[src/rtl/bank_isu_refill_ctrl.sv]
`default_nettype none
// ============================================================================
// bank_isu_refill_ctrl : tracks in-flight linefills per {set,way} and
// assembles BIU read beats into whole lines for the issue queue.
// Revision : 1.0
// ============================================================================
module bank_isu_refill_ctrl #(
    parameter int SET_W  = 3,
    parameter int WAY_W  = 3,
    parameter int BEAT_W = 256,
    parameter int BEATS  = 2
) (
    input  logic                      clk_i,
    input  logic                      rst_i,
    input  logic                      alloc_valid_i,
    output logic                      alloc_ready_o,
    input  logic [SET_W-1:0]          alloc_set_i,
    input  logic [WAY_W-1:0]          alloc_way_i,
    input  logic [SET_W-1:0]          lookup_set_i,
    input  logic [WAY_W-1:0]          lookup_way_i,
    output logic                      lookup_inflight_o,
    input  logic                      biu_rvalid_i,
    output logic                      biu_rready_o,
    input  logic [BEAT_W-1:0]         biu_rdata_i,
    input  logic [SET_W+WAY_W-1:0]    biu_rid_i,
    input  logic                      biu_rlast_i,
    output logic                      fill_valid_o,
    input  logic                      fill_ready_i,
    output logic [SET_W+WAY_W-1:0]    fill_id_o,
    output logic [BEAT_W*BEATS-1:0]   fill_data_o,
    output logic                      err_unexp_o,
    output logic                      err_len_o,
    output logic [SET_W+WAY_W:0]      inflight_cnt_o
);

    localparam int ID_W    = SET_W + WAY_W;
    localparam int ENTRIES = 1 << ID_W;
    localparam int LINE_W  = BEAT_W * BEATS;
    localparam int CNT_W   = $clog2(BEATS + 1);
    localparam logic [CNT_W-1:0] LAST_SLOT = CNT_W'(BEATS - 1);

    typedef enum logic [1:0] {
        IDLE    = 2'd0,
        COLLECT = 2'd1,
        HOLD    = 2'd2
    } state_t;

    state_t              state;
    state_t              next_state;
    logic [ENTRIES-1:0]  inflight;
    logic [ID_W-1:0]     cur_id;
    logic [CNT_W-1:0]    beat_cnt;
    logic [LINE_W-1:0]   line;

    logic [ID_W-1:0]     alloc_id;
    logic                alloc_fire;
    logic                fill_fire;
    logic                beat_acc;
    logic                rid_known;
    logic                store_en;
    logic                start_line;
    logic [CNT_W-1:0]    store_slot;
    logic                unexp;
    logic                len_err;

    assign alloc_id          = {alloc_set_i, alloc_way_i};
    assign alloc_ready_o     = ~inflight[alloc_id];
    assign alloc_fire        = alloc_valid_i & alloc_ready_o;
    assign lookup_inflight_o = inflight[{lookup_set_i, lookup_way_i}];
    assign biu_rready_o      = (state != HOLD);
    assign beat_acc          = biu_rvalid_i & biu_rready_o;
    // Registered bits only: a beat racing its own allocation counts as unexpected.
    assign rid_known         = inflight[biu_rid_i];
    assign fill_valid_o      = (state == HOLD);
    assign fill_fire         = fill_valid_o & fill_ready_i;
    assign fill_id_o         = cur_id;
    assign fill_data_o       = line;
    assign len_err           = store_en & (biu_rlast_i != (store_slot == LAST_SLOT));

    always_ff @(posedge clk_i) begin
        if (rst_i) begin
            state <= IDLE;
        end else begin
            state <= next_state;
        end
    end

    always_comb begin
        next_state = state;
        store_en   = 1'b0;
        start_line = 1'b0;
        store_slot = beat_cnt;
        unexp      = 1'b0;
        case (state)
            IDLE: begin
                if (beat_acc) begin
                    if (rid_known) begin
                        store_en   = 1'b1;
                        start_line = 1'b1;
                        store_slot = '0;
                        next_state = (BEATS == 1) ? HOLD : COLLECT;
                    end else begin
                        unexp = 1'b1;
                    end
                end
            end
            COLLECT: begin
                if (beat_acc) begin
                    if (rid_known && (biu_rid_i == cur_id)) begin
                        store_en = 1'b1;
                        if (beat_cnt == LAST_SLOT) begin
                            next_state = HOLD;
                        end
                    end else begin
                        unexp = 1'b1;
                    end
                end
            end
            HOLD: begin
                if (fill_ready_i) begin
                    next_state = IDLE;
                end
            end
            default: next_state = IDLE;
        endcase
    end

    always_ff @(posedge clk_i) begin
        if (rst_i) begin
            inflight       <= '0;
            cur_id         <= '0;
            beat_cnt       <= '0;
            line           <= '0;
            inflight_cnt_o <= '0;
            err_unexp_o    <= 1'b0;
            err_len_o      <= 1'b0;
        end else begin
            err_unexp_o <= unexp;
            err_len_o   <= len_err;
            // alloc_id can never equal cur_id while the fill is pending.
            if (alloc_fire) begin
                inflight[alloc_id] <= 1'b1;
            end
            if (fill_fire) begin
                inflight[cur_id] <= 1'b0;
            end
            if (alloc_fire && !fill_fire) begin
                inflight_cnt_o <= inflight_cnt_o + (ID_W+1)'(1);
            end else if (fill_fire && !alloc_fire) begin
                inflight_cnt_o <= inflight_cnt_o - (ID_W+1)'(1);
            end
            if (start_line) begin
                cur_id   <= biu_rid_i;
                beat_cnt <= CNT_W'(1);
            end else if (store_en) begin
                beat_cnt <= beat_cnt + CNT_W'(1);
            end
            for (int b = 0; b < BEATS; b++) begin
                if (store_en && (store_slot == CNT_W'(b))) begin
                    line[b*BEAT_W +: BEAT_W] <= biu_rdata_i;
                end
            end
        end
    end

endmodule
`default_nettype wire

[config.mk]
export PLATFORM = sky130hd
export DESIGN_NAME = bank_isu_refill_ctrl
export DESIGN_NICKNAME = d
export VERILOG_FILES = /design/src/rtl/bank_isu_refill_ctrl.sv
export SDC_FILE = /design/constraint.sdc
export NUM_CORES = 1
export LEC_CHECK = 0
export ABC_AREA = 1
export CAP_MARGIN = 5
export CORE_AREA = 2 2 316 318
export DETAILED_ROUTE_END_ITERATION = 8
export DIE_AREA = 0 0 318 320
export SYNTH_ARGS = -nofsm -noshare
export SYNTH_HDL_FRONTEND = slang
export SYNTH_SLANG_ARGS = --single-unit
[constraint.sdc]
create_clock -name clk_i -period 5.58 [get_ports clk_i]
set_clock_uncertainty 0.1 [all_clocks]
set_input_delay 1.395 -clock clk_i [delete_from_list [all_inputs] [get_ports clk_i]]
set_output_delay 1.395 -clock clk_i [all_outputs]
set_load 0.01 [all_outputs]
==> flow_summary.yaml, run 1 <==
status:
  outcome: "finished, final reports clean"
floorplan:
  initial_core_util_pct: 26.4
  core_area_um2: 98000
  rows: 115
  dieArea_um2: 102000
  die_y_um: 320
  ios: 811
  die_w_um: 318
placement:
  gp_congestion: 0.912
  postPlaceCellArea_um2: 35600
  port_buffers: 810
  dp_hpwl_um: 76500
final_layout:
  fillers: 10357
  fin_area_um2: 38000
  final_nets: 5052
  syn2layout_area_growth_pct: 46.8
  n_antenna_cell: 0
  drive_gt1_share_pct: 5.02
sta:
  setup_viol: 0
  slew_headroom_pct: 16.2
  fin_crit_sh_pct: 96.0
  slew_violations: 0
  rsz0062_at_grt: "false"
  min_period_ns: 5.36
  hold_viol: 0
  fmax_mhz: 187
  tightest_slew_ns: 1.25
drt:
  detailedRoute.firstIterationViolations: 1916
  antenna_left: 0
  drt_first_pass_iters: 5
  drc_errors: 0
  vias_per_cell: 4.39
  drt_wl_total_um: 103000
  routedWlPerCell_um: 16.8
  vias: 26808
logic_synthesis:
  yosys.area_share.adder_pct: 0.464
  synth_cell_types: 38
  synth-seq-cells: 595
  synth-seq-area-share_pct: 46.0
  ys.flop_type: "dfxtp_1"
  muxShareOfSynthArea_pct: 0
  syn_avg_cell_area_um2: 6.47
  ys_async_sr_fraction_pct: 0
  synth.yosys.warnings: 0
  syn_nets: 4291
  synthCells: 4002
  synth_compound_area_share_pct: 4.44
  synth_top_family_by_area: "simple AND/OR/NAND/NOR gates"
  synth-edff-count: 0
  synth_xor_area_share_pct: 0.169
  syn-cell-area_um2: 25900
  yosys.area_share.simple_pct: 38.8
power:
  ir_drop_uv: 216
  power.leakage_nw: 15.9
  cellPowerDensity_nw_per_um2: 283
  p_total_mw: 10.7
cts:
  insertion_delay_ns: 0.62
  cts_root_buffer: "clkbuf_16"
  cts_buffers: 72
  cts_tree: "yes"
  clock-sinks: 595
  cts.path.max_buffers: 3
  clk_pin_slew_ns: 0.06
  htree_levels: 3
  cts_hold_buf: 0
grt:
  grt_pass1_wl_um: 153000
  grt_overflow_total: 0
  grt_max_degree: 105
  grt_usage_pct: 19.4
  antenna_found_initial: 4
  grt_pass1_vias: 24618
critical_path:
  start_kind: "input port"
  required_ns: 4.09
  reg2reg_slack_ns: 2.11
  cp-end-kind: "output pin"
  arrival_ns: 3.86
  worstSetupPathType: "input port to output pin"
  critical_path.max_fanout: 9
worst_hold_path:
  hold_path.class: "flip-flop to flip-flop"
flow_run:
  cap_violations: 0
through the flow:
| stage | utilization (%) | hold slack (ns) | worst slack, ns | TNS, ns | cells |
|---|---|---|---|---|---|
| floorplan | - | 0.349 | 1.00 | 0 | 4002 |
| global placement | 36.4 | 0.361 | -0.00784 | -0.00784 | 5970 |
| detailed placement | 36.4 | 0.365 | -0.0260 | -0.0260 | 5970 |
| CTS | 38.7 | 0.372 | 0.0576 | 0 | 6097 |
| global route | 38.8 | 0.392 | 0.0662 | 0 | 6103 |
| finish | 38.8 | 0.368 | 0.224 | 0 | 6103 |
flip-flops by register name, indices dropped and copies added (netlist names):
signal	count
fill_data_o	512
inflight	64
inflight_cnt_o	7
fill_id_o	6
beat_cnt	2
state	2
err_len_o	1
err_unexp_o	1
kinds of logic (layout without fill, tap and decap cells):
logic type / after synthesis / count (layout)
AND/OR/NAND/NOR: 2579 / 2579
flip-flops: 595 / 595
AO/OA/AOI/OAI: 205 / 205
adder cells (fa/ha/maj): 9 / 9
buffers and inverters: 609 / 1423
XOR/XNOR: 5 / 5
cell usage after synthesis, drive strengths merged (3+ instances only):
cell type / number / share of area [%]
dfxtp: 595 / 46
nand2: 1280 / 19
clkinv: 6 / 0.087
xor2: 3 / 0.10
nor3: 20 / 0.39
o221ai: 3 / 0.10
a221oi: 9 / 0.30
o211ai: 4 / 0.12
o21ai: 53 / 1.1
inv: 372 / 5.4
nand3: 72 / 1.5
nand4: 71 / 1.7
ha: 8 / 0.39
clkbuf: 33 / 0.48
a21oi: 101 / 2.0
buf: 198 / 4.2
nor4: 7 / 0.17
o22ai: 25 / 0.60
nor2: 1126 / 16
area by class of cell:
| type | instances | area [um2] | area share (%) |
|---|---|---|---|
| clock buffers | 110 | 2150 | 5.65 |
| clock inverters | 17 | 153 | 0.402 |
| inverters | 378 | 1430 | 3.77 |
| multi-input cells | 2798 | 11400 | 30.1 |
| flip-flops and latches | 595 | 11900 | 31.4 |
| well taps | 1287 | 1610 | 4.24 |
| repair buffers | 917 | 9310 | 24.5 |
| repair inverters | 1 | 5.00 | 0.0132 |
per-layer routing:
layer	share of wire, %	vias up	track usage [%]
li1	-	13581	-
met1	41	12102	23.3
met5	0.035	-	0
met2	48	973	33.3
met3	8.0	146	5.29
met4	2.5	6	6.22
worst paths after layout:
kind | startpoint | end | cells after the start
min reg2reg | inflight_cnt_o[6] | inflight_cnt_o[6] | 2
max reg2reg | state[1] | inflight_cnt_o[5] | 18
max | alloc_way_i[2] | alloc_ready_o | 13
min | inflight_cnt_o[6] | inflight_cnt_o[6] | 2
cells in the final DEF, fill, tap and decap left out, types with 10 or more instances in the layout:
| cell type | count |
|---|---|
| a21oi_1 | 101 |
| buf_12 | 32 |
| buf_4 | 74 |
| clkbuf_1 | 19 |
| clkbuf_16 | 73 |
| clkbuf_8 | 18 |
| clkdlybuf4s50_1 | 808 |
| clkinv_2 | 10 |
| dfxtp_1 | 595 |
| inv_1 | 368 |
| nand2_1 | 1279 |
| nand3_1 | 67 |
| nand4_1 | 71 |
| nor2_1 | 1123 |
| nor3_1 | 19 |
| o21ai_0 | 51 |
| o22ai_1 | 25 |
where the power goes:
part           switching, mW  internal, mW  total (mW)
combinational          0.851         0.761        1.61
sequential             0.108          4.44        4.55
clock                   1.93          2.66        4.59
worst max-delay path: stages:
cell,delay (ns)
clkdlybuf4s50_1,0.58
inv_1,0.13
nand3_1,0.15
buf_4,0.23
o22ai_1,0.09
nor3_1,0.21
nand2_1,0.08
nand2_1,0.06
nand2_1,0.08
nor2_4,0.12
nand2_1,0.12
inv_1,0.08
clkdlybuf4s50_1,0.53
what timing repair did:
item,in CTS,in global routing
endpoints found under the setup margin,1,2
buffers inserted,0,5
gates resized for setup,2,5
gates cloned,0,1
(Power assumes the default switching activity.)
==> inputs of run 2 (changes only) <==
- GPL_TIMING_DRIVEN: unset -> 0
- SKIP_LAST_GASP: unset -> 1
- SLEW_MARGIN: unset -> 20
==> run 2 against run 1 <==
Net effect: power rose by 6.1%; largest power group unchanged; hold slack barely moved; highest routed layer unchanged; global-route usage rose by 3.9 points; critical path type unchanged; routed wire length rose by 20%; non-clock buffer count rose by 129; fmax fell by 3.8%; core utilization rose by 0.50 points; setup slack got worse by 0.21 ns.
==> flow_summary.yaml, run 2 (synthesized netlist as in run 1, its figures left out) <==
worst_hold_path:
  hold_depth: 2
  holdPathEnd: "inflight_cnt_o[6]"
  hold_start: "inflight_cnt_o[6]"
  hold_path.class: "flip-flop to flip-flop"
sta:
  timing.final.ws_setup_ns: 0.0144
  fin_crit_sh_pct: 99.7
  fmax_mhz: 180
  slew_headroom_pct: 31.2
  holdWs_ns: 0.369
  min_period_ns: 5.57
  slew_violations: 0
  hold_viol: 0
  tightest_slew_ns: 1.03
  setup_viol: 0
final_layout:
  fin_area_um2: 38500
  final_util_pct: 39.3
  drive_gt1_share_pct: 6.42
  syn2layout_area_growth_pct: 48.7
  final_cell_mix: "1279 x nand2_1, 1124 x nor2_1, 802 x clkdlybuf4s50_1"
  layout_commonest_cell: "nand2_1"
  final_nets: 5182
  largest_register_ffs: 512
drt:
  vias_per_cell: 4.50
  detailedRoute.firstIterationViolations: 1963
  routedWlPerCell_um: 19.7
  vias: 28061
  antenna_left: 0
  drt_first_pass_iters: 7
  drt_wl_total_um: 123000
  drc_errors: 0
grt:
  met2_usage_pct: 39.5
  grt_max_degree: 14
  grt_pass1_vias: 26374
  grtUsageMet3_pct: 6.60
  grt_usage_pct: 23.2
  grt_overflow_total: 0
  grt_pass1_wl_um: 176000
  antenna_found_initial: 10
  top_usage_layer: "met2"
  met1_usage_pct: 28.0
power:
  cellPowerDensity_nw_per_um2: 296
  ir_drop_uv: 183
  p_total_mw: 11.4
  power.leakage_nw: 16.3
critical_path:
  arrival_ns: 4.07
  cp_slowest_cell: "clkdlybuf4s50_1"
  worstReg2RegStart: "fill_id_o[0]"
  reg2reg_slack_ns: 1.69
  crit_chain: "clkdlybuf4s50_1 -> inv_1 -> a221oi_1 -> o31ai_1 -> nand2_1 -> o21ai_0 -> clkdlybuf4s50_1"
  cp-end-kind: "output pin"
  worstSetupPathType: "input port to output pin"
  path_common_cell: "clkdlybuf4s50_1"
  critical_path.max_fanout: 9
  reg2reg_depth: 12
  cpPeakStageDelay_ns: 0.71
  rr_endpoint: "fill_data_o[357]"
  start_kind: "input port"
  required_ns: 4.09
placement:
  dp_hpwl_um: 95200
  port_buffers: 806
  postPlaceCellArea_um2: 35700
  pre_cts_ws_ns: -1.24
  gp_congestion: 0.971
cts:
  insertion_delay_ns: 0.66
  cts_hold_buf: 0
  clk_pin_slew_ns: 0.06
  cts_root_buffer: "clkbuf_16"
  htree_levels: 3
  cts_buffers: 74
  cts.path.max_buffers: 3
  clock-sinks: 595
  cts_tree: "yes"
flow_run:
  cap_violations: 0
status:
  outcome: "finished, final reports clean"
floorplan:
  dieArea_um2: 102000
  initial_core_util_pct: 26.4
  ios: 811
  rows: 115
  die_w_um: 318
  core_area_um2: 98000
  die_y_um: 320
[run 2: worst max-delay path by stage]
stage / startpoint / end / slack, ns / depth (start not counted)
6_report: lookup_way_i[2] / lookup_inflight_o / 0.01 / 7
5_1_grt: alloc_way_i[0] / alloc_ready_o / -0.02 / 15
4_1_cts: alloc_way_i[0] / alloc_ready_o / -0.002 / 15
3_5_place_dp: alloc_way_i[2] / inflight_cnt_o[5] / -1.24 / 26
3_3_place_gp: alloc_way_i[2] / alloc_ready_o / -1.27 / 14
2_1_floorplan: alloc_way_i[2] / inflight_cnt_o[5] / 1.00 / 25
[run 2: what timing repair did]
item                                    4_1_cts  5_1_grt
endpoints found under the setup margin        6        1
setup buffers                                 0        1
resized for setup                            56       18
[run 2: stage by stage]
step,setup TNS (ns),std cells
after global placement,-7.29,6095
final,0,6242
after detailed placement,-7.00,6103
after global routing,-0.0162,6239
after floorplan,0,4002
after CTS,-0.00244,6236
[run 2: cell type report]
class	count	area, um2
Clock inverter	35	519
Timing Repair Buffer	815	8110
Inverter	378	1420
Tap cell	1287	1610
Clock buffer	98	2070
Buffer	231	1290
Sequential cell	595	11900
Fill cell	10403	59500
Multi-Input combinational cell	2798	11500
Antenna cell	5	12.5
[run 2: worst max-delay path, delay by kind of cell]
kind	cells	cell delay, ns
and+or+nand+nor	1	0.18
buffers and inverters	3	1.78
AOI/OAI and AO/OA	3	0.71
[run 2: power by group]
part           internal (mW)  total, mW  switching (mW)
clock                   3.06       5.15            2.08
combinational          0.760       1.71           0.955
sequential              4.44       4.55           0.111
[run 2: per-layer routing]
layer	share of wire, %	vias to the layer above	wire length, um
li1	-	13876	-
met1	41	12808	50600
met2	47	1146	58000
met3	8.3	223	10200
met4	3.3	8	4080
met5	0.044	-	54
==> inputs of run 3 (changes only) <==
- TNS_END_PERCENT: unset -> 50
==> results of run 3 <==
No change in the layout: final DEF, timing and power equal those of run 2.
